### config.mk
export PLATFORM = sky130hd
export DESIGN_NAME = mem_wb_stage
export DESIGN_NICKNAME = d
export VERILOG_FILES = /design/src/rtl/mem_pkg.sv /design/src/rtl/mem_load_align.sv /design/src/rtl/mem_wb_stage.sv
export SDC_FILE = /design/constraint.sdc
export NUM_CORES = 1
export LEC_CHECK = 0
export CAP_MARGIN = 15
export CORE_MARGIN = 8
export CORE_UTILIZATION = 39
export CTS_BUF_LIST = sky130_fd_sc_hd__clkbuf_8
export DETAILED_ROUTE_END_ITERATION = 8
export PLACE_DENSITY = 0.83
export SYNTH_ARGS = -nofsm -noshare
export SYNTH_HDL_FRONTEND = slang
export SYNTH_SLANG_ARGS = --single-unit
export TNS_END_PERCENT = 10
### constraint.sdc
create_clock -name clk_i -period 1.6 [get_ports clk_i]
set_input_delay 0.24 -clock clk_i [delete_from_list [all_inputs] [get_ports clk_i]]
set_output_delay 0.24 -clock clk_i [all_outputs]
set_load 0.01 [all_outputs]
### src/rtl/mem_pkg.sv
// Shared types for the MEM stage: FSM state and access-size encodings.
// Size encodings are only used when MEM_SUBWORD_EN is defined.
package mem_pkg;

  typedef enum logic {
    IDLE = 1'b0,
    BUSY = 1'b1
  } state_e;

  localparam logic [1:0] SZ_BYTE = 2'b00;
  localparam logic [1:0] SZ_HALF = 2'b01;
  localparam logic [1:0] SZ_WORD = 2'b10;

endpackage

### src/rtl/mem_load_align.sv
// Load lane extraction: selects the byte/half addressed by addr_lo_i and
// sign- or zero-extends it. Instantiated by mem_wb_stage under MEM_SUBWORD_EN.
module mem_load_align
  import mem_pkg::*;
#(
  parameter int DW = 32
) (
  input  logic [DW-1:0] rdata_i,
  input  logic [1:0]    addr_lo_i,
  input  logic [1:0]    size_i,
  input  logic          unsigned_i,
  output logic [DW-1:0] data_o
);

  logic [7:0]  byte_lane;
  logic [15:0] half_lane;

  // Halves ignore addr[0]: misaligned halves truncate to the aligned lane.
  assign byte_lane = rdata_i[{addr_lo_i, 3'b000} +: 8];
  assign half_lane = rdata_i[{addr_lo_i[1], 4'b0000} +: 16];

  always_comb begin
    data_o = rdata_i;
    case (size_i)
      SZ_BYTE: data_o = unsigned_i ? {{(DW-8){1'b0}}, byte_lane}
                                   : {{(DW-8){byte_lane[7]}}, byte_lane};
      SZ_HALF: data_o = unsigned_i ? {{(DW-16){1'b0}}, half_lane}
                                   : {{(DW-16){half_lane[15]}}, half_lane};
      default: data_o = rdata_i;
    endcase
  end

endmodule

### src/rtl/mem_wb_stage.sv
// MIPS MEM stage: data-memory valid/ack access, upstream stall, MEM/WB latch.
// Define MEM_SUBWORD_EN to honour size_i/unsigned_i (byte/half accesses).
module mem_wb_stage
  import mem_pkg::*;
#(
  parameter int DW = 32,
  parameter int RW = 5
) (
  input  logic          clk_i,
  input  logic          rst_i,
  input  logic          valid_i,
  input  logic [DW-1:0] alu_result_i,
  input  logic [DW-1:0] rt_data_i,
  input  logic          memread_i,
  input  logic          memwrite_i,
  input  logic          memtoreg_i,
  input  logic          regwrite_i,
  input  logic [RW-1:0] write_reg_i,
  input  logic [1:0]    size_i,
  input  logic          unsigned_i,
  output logic          stall_o,
  output logic          dmem_req_o,
  output logic          dmem_we_o,
  output logic [DW-1:0] dmem_addr_o,
  output logic [DW-1:0] dmem_wdata_o,
  output logic [3:0]    dmem_be_o,
  input  logic          dmem_ack_i,
  input  logic [DW-1:0] dmem_rdata_i,
  output logic          valid_o,
  output logic          memtoreg_o,
  output logic          regwrite_o,
  output logic [DW-1:0] alu_result_o,
  output logic [DW-1:0] data_mem_o,
  output logic [RW-1:0] write_reg_o
);

  state_e state_q, state_d;

  // Request latch, captured when a memory op is accepted in IDLE.
  logic [DW-1:0] addr_q, wdata_q;
  logic [3:0]    be_q;
  logic          we_q, rd_q, mtr_l_q, rw_l_q;
  logic [RW-1:0] wr_l_q;

  // MEM/WB latch.
  logic          valid_q, mtr_q, rw_q;
  logic          valid_d, mtr_d, rw_d;
  logic [DW-1:0] alu_q, dmem_q, alu_d, dmem_d;
  logic [RW-1:0] wr_q, wr_d;

  logic          is_mem, accept, done;
  logic [3:0]    st_be;
  logic [DW-1:0] st_wdata, load_data;

  assign is_mem = valid_i & (memread_i | memwrite_i);
  assign accept = (state_q == IDLE) & is_mem;
  assign done   = (state_q == BUSY) & dmem_ack_i;

`ifdef MEM_SUBWORD_EN
  logic [1:0] size_q;
  logic       uns_q;

  always_comb begin
    st_be    = 4'b1111;
    st_wdata = rt_data_i;
    case (size_i)
      SZ_BYTE: begin
        st_be    = 4'b0001 << alu_result_i[1:0];
        st_wdata = {4{rt_data_i[7:0]}};
      end
      SZ_HALF: begin
        st_be    = alu_result_i[1] ? 4'b1100 : 4'b0011;
        st_wdata = {2{rt_data_i[15:0]}};
      end
      default: ;
    endcase
  end

  always_ff @(posedge clk_i or negedge rst_i) begin
    if (!rst_i) begin
      size_q <= SZ_WORD;
      uns_q  <= 1'b0;
    end else if (accept) begin
      size_q <= size_i;
      uns_q  <= unsigned_i;
    end
  end

  mem_load_align #(.DW(DW)) u_load_align (
    .rdata_i    (dmem_rdata_i),
    .addr_lo_i  (addr_q[1:0]),
    .size_i     (size_q),
    .unsigned_i (uns_q),
    .data_o     (load_data)
  );
`else
  logic unused_subword;

  assign unused_subword = ^{size_i, unsigned_i};
  assign st_be          = 4'b1111;
  assign st_wdata       = rt_data_i;
  assign load_data      = dmem_rdata_i;
`endif

  // NOTE: every combinational output gets a default first so no path infers a latch.
  always_comb begin
    state_d = state_q;
    case (state_q)
      IDLE:    if (is_mem) state_d = BUSY;
      BUSY:    if (dmem_ack_i) state_d = IDLE;
      default: state_d = IDLE;
    endcase
  end

  // NOTE: sequential state uses non-blocking assignments so all flops update together.
  always_ff @(posedge clk_i or negedge rst_i) begin
    if (!rst_i) state_q <= IDLE;
    else        state_q <= state_d;
  end

  // Gated by rst_i so the stall drops the instant reset asserts.
  assign stall_o = rst_i & ((state_q == IDLE && is_mem) ||
                            (state_q == BUSY && !dmem_ack_i));

  always_ff @(posedge clk_i or negedge rst_i) begin
    if (!rst_i) begin
      addr_q  <= '0;
      wdata_q <= '0;
      be_q    <= '0;
      we_q    <= 1'b0;
      rd_q    <= 1'b0;
      mtr_l_q <= 1'b0;
      rw_l_q  <= 1'b0;
      wr_l_q  <= '0;
    end else if (accept) begin
      addr_q  <= alu_result_i;
      wdata_q <= st_wdata;
      be_q    <= st_be;
      we_q    <= memwrite_i;
      rd_q    <= memread_i & ~memwrite_i;
      mtr_l_q <= memtoreg_i;
      rw_l_q  <= regwrite_i;
      wr_l_q  <= write_reg_i;
    end
  end

  assign dmem_req_o   = (state_q == BUSY);
  assign dmem_we_o    = (state_q == BUSY) & we_q;
  assign dmem_addr_o  = addr_q;
  assign dmem_wdata_o = wdata_q;
  assign dmem_be_o    = be_q;

  always_comb begin
    valid_d = 1'b0;
    mtr_d   = 1'b0;
    rw_d    = 1'b0;
    alu_d   = alu_q;
    dmem_d  = dmem_q;
    wr_d    = wr_q;
    if (done) begin
      valid_d = 1'b1;
      mtr_d   = mtr_l_q;
      rw_d    = rw_l_q;
      alu_d   = addr_q;
      dmem_d  = rd_q ? load_data : '0;
      wr_d    = wr_l_q;
    end else if (state_q == IDLE && valid_i && !is_mem) begin
      valid_d = 1'b1;
      mtr_d   = memtoreg_i;
      rw_d    = regwrite_i;
      alu_d   = alu_result_i;
      dmem_d  = '0;
      wr_d    = write_reg_i;
    end
  end

  always_ff @(posedge clk_i or negedge rst_i) begin
    if (!rst_i) begin
      valid_q <= 1'b0;
      mtr_q   <= 1'b0;
      rw_q    <= 1'b0;
      alu_q   <= '0;
      dmem_q  <= '0;
      wr_q    <= '0;
    end else begin
      valid_q <= valid_d;
      mtr_q   <= mtr_d;
      rw_q    <= rw_d;
      alu_q   <= alu_d;
      dmem_q  <= dmem_d;
      wr_q    <= wr_d;
    end
  end

  assign valid_o      = valid_q;
  assign memtoreg_o   = mtr_q;
  assign regwrite_o   = rw_q & valid_q;
  assign alu_result_o = alu_q;
  assign data_mem_o   = dmem_q;
  assign write_reg_o  = wr_q;

endmodule

==> qor.yml <==
status:
  status: "complete, but fails checks"
  violations: "negative setup slack"
placement:
  pre_cts_ws_ns: -0.350
  post-place-cells: 878
  port_buffers: 251
  gp_congestion: 0.801
  dpl-instance-area_sq_um: 8640
  dp_hpwl_mm: 12.5
timing:
  skew_ns: 0.00795
  hold_viol: 0
  slew_headroom_pct: 46.0
  drv_slew: 0
  post-route-period-util_pct: 104
  tns_ns: -0.724
  timing.hold.ws_ns: 0.391
  worst_slack_ns: -0.0567
  worst_slew_pin_slew_ns: 0.810
  setup_viol: 32
  rsz0062_at_grt: "true"
  max_clock_freq_mhz: 604
  period_minus_slack_ns: 1.66
cells_and_area:
  final_cells: 916
  drive_above_1_share_pct: 19.5
  postLayoutCoreUtil_pct: 60.9
  diodes: 0
  final_area_sq_um: 9090
  nNetsFinal: 828
  syn2layout_area_growth_pct: 55.1
synth:
  synth_top_flop_cell: "dfrtp_1"
  synthMuxAreaShare_pct: 13.6
  synth_xor_area_share_pct: 0
  synthDistinctLibCells: 20
  synth_edf_count: 0
  synth_top_area_share_pct: 62.8
  synth_area_per_cell_sq_um: 12.8
  synth_top_family_by_area: "multiplexers"
  yosys.area.top_type: "dfrtp_1"
  synth_most_common_cell: "dfrtp_1"
  ys_ff_latch: 147
  synthArstFlopShare_pct: 100
  mappedNetlistArea_sq_um: 5860
  synth-compound-area-share_pct: 9.61
  ys_top_cells_by_area: "dfrtp_1, mux2_2, a22o_1"
  ys_seq_area_share_pct: 62.8
  synthAdderAreaFrac_pct: 0
  syn-num-nets: 568
  syn_inst: 456
  ys_warn_count: 0
  yosys-top-cells-count: "dfrtp_1, nand2_1, mux2_2, a31oi_1, nor3_1"
  yosys.area_share.simple_pct: 9.52
power_and_ir_drop:
  ir_drop_mv: 0.805
  p_per_area_nw_per_um2: 1300
  seqPwrFrac_pct: 43.3
  p_total_mw: 11.8
  switching_power_mw: 3.51
  intPower_mw: 8.33
  clock_power_share_pct: 26.0
  p_comb_share_pct: 30.7
  netSwitchingFraction_pct: 29.6
  p_leak_nw: 4.27
critical_path:
  critical_path_class: "flop to output port"
  worstPathRequired_ns: 1.36
  cp.depth: 4
  worstPathArrival_ns: 1.42
  end_kind: "output port"
  crit_family: "flip-flops"
  cp_cell_sequence: "buf_6 -> nor2b_4 -> o21a_1 -> buf_6"
  crit_path_max_fanout: 3
  cp.buffers_inverters: 2
  r2r_cells: 7
  critPathSlowestCell: "dfrtp_1"
  cpPeakStageDelay_ns: 0.41
  cp_common_cell: "buf_6"
  setup.worst_path.start_class: "flop"
floorplan:
  die_h_um: 139
  initial_core_util_pct: 39.3
  die-area_sq_um: 19200
  ios: 255
  std_cell_rows: 45
  core_area_sq_um: 14900
  die_w_um: 139
detailed_routing:
  via_per_inst: 5.07
  first_pass_iters: 4
  drt_iter0_drc: 210
  via_count: 4643
  wl_per_cell_um: 19.1
  routed_wl_mm: 17.5
  ant_nets: 0
  drcViolationCount: 0
grt:
  grt_overflow: 0
  grt_max_degree: 148
  grt_first_pass_wirelength_mm: 27.5
  antenna_found_initial: 0
  grt_pass1_vias: 4902
  grtUsageTotal_pct: 18.0
min_path:
  hold_depth: 3
  hold_path.class: "input port to flop"
clock_tree:
  path_clk_slew_ns: 0.08
  cts_sinks: 147
  htreeDepth: 4
  numCtsBuffers: 17
  cts_tree: "done"
  clk_latency_ns: 0.43
  clock_path_buffers: 2
  cts_root_buffer: "clkbuf_8"
flow_run:
  drv_cap: 0
cell type report:
cell class | count | area, sq um
Clock buffer | 22 | 303
Clock inverter | 9 | 128
Fill cell | 1214 | 5830
Inverter | 1 | 6.26
Multi-Input combinational cell | 270 | 1950
Sequential cell | 147 | 3680
Tap cell | 188 | 235
Timing Repair Buffer | 279 | 2780
power groups by stage:
stage | clock network (mW) | logic, mW | registers [mW]
6_report | 3.08 | 3.64 | 5.13
5_1_grt | 3.32 | 3.92 | 5.25
4_1_cts | 3.15 | 3.66 | 5.14
3_5_place_dp | 0 | 4.17 | 5.24
3_3_place_gp | 0 | 4.09 | 5.17
2_1_floorplan | 0 | 1.22 | 5.57
cell usage in the layout, fill, tap and decap left out, types with 16 or more instances in the layout:
master,n
a22o_1,35
a31oi_1,35
clkbuf_8,22
clkdlybuf4s50_1,107
dfrtp_1,147
dlygate4sd2_1,125
dlymetal6s2s_1,16
mux2_2,71
nand2_1,76
nor3_1,36
final timing paths:
check	start	to	slack, ns
min in group asynchronous	rst_i	dmem_wdata_o[16]$_DFFE_PN0P_	0.52
min reg2reg	data_mem_o[10]$_DFFE_PN0P_	data_mem_o[10]$_DFFE_PN0P_	0.50
max	dmem_req_o$_DFF_PN0_	stall_o	-0.06
max reg2reg	dmem_req_o$_DFF_PN0_	data_mem_o[0]$_DFFE_PN0P_	-0.05
min	alu_result_i[27]	alu_result_o[27]$_DFFE_PN0P_	0.39
max in group asynchronous	rst_i	write_reg_o[2]$_DFFE_PN0P_	0.45
timing repair:
item / in CTS / in global routing
setup endpoints to repair: 196 / 83
endpoints found under the hold margin: 43 / 0
cloned: 0 / 2
pin swaps: 2 / 33
hold buffers: 1 / 0
resized for setup: 138 / 22
setup buffers: 3 / 2
metal layers:
layer  routed length, um  part of all wire, %  vias to the layer above  GRT usage, %
li1                    -                    -                     2144             -
met1                7180                   41                     2310          20.8
met2                8720                   50                      170          29.3
met3                1370                  7.8                       19          7.74
met4                 243                  1.4                        0          5.84
met5                   0                    0                        -             0
cells by family after synthesis:
logic type             Yosys count
buffers and inverters           39
flip-flops                     147
multiplexers                    71
AND/OR/NAND/NOR                123
AO/OA/AOI/OAI                   76
registers in the layout, indices dropped and copies added, names as in the netlist:
register	count
wr_l_q	5
we_q	1
dmem_be_o	1
rw_q	1
dmem_wdata_o	32
valid_o	1
rd_q	1
write_reg_o	5
data_mem_o	32
dmem_addr_o	32
memtoreg_o	1
dmem_req_o	1
rw_l_q	1
mtr_l_q	1
alu_result_o	32
tightest hold or removal path, cell delays in order:
cell and delay (ns):
clkdlybuf4s50_1 0.41, nand2_1 0.06, a31oi_1 0.07
No activity file was read; power rests on OpenSTA's default activity.
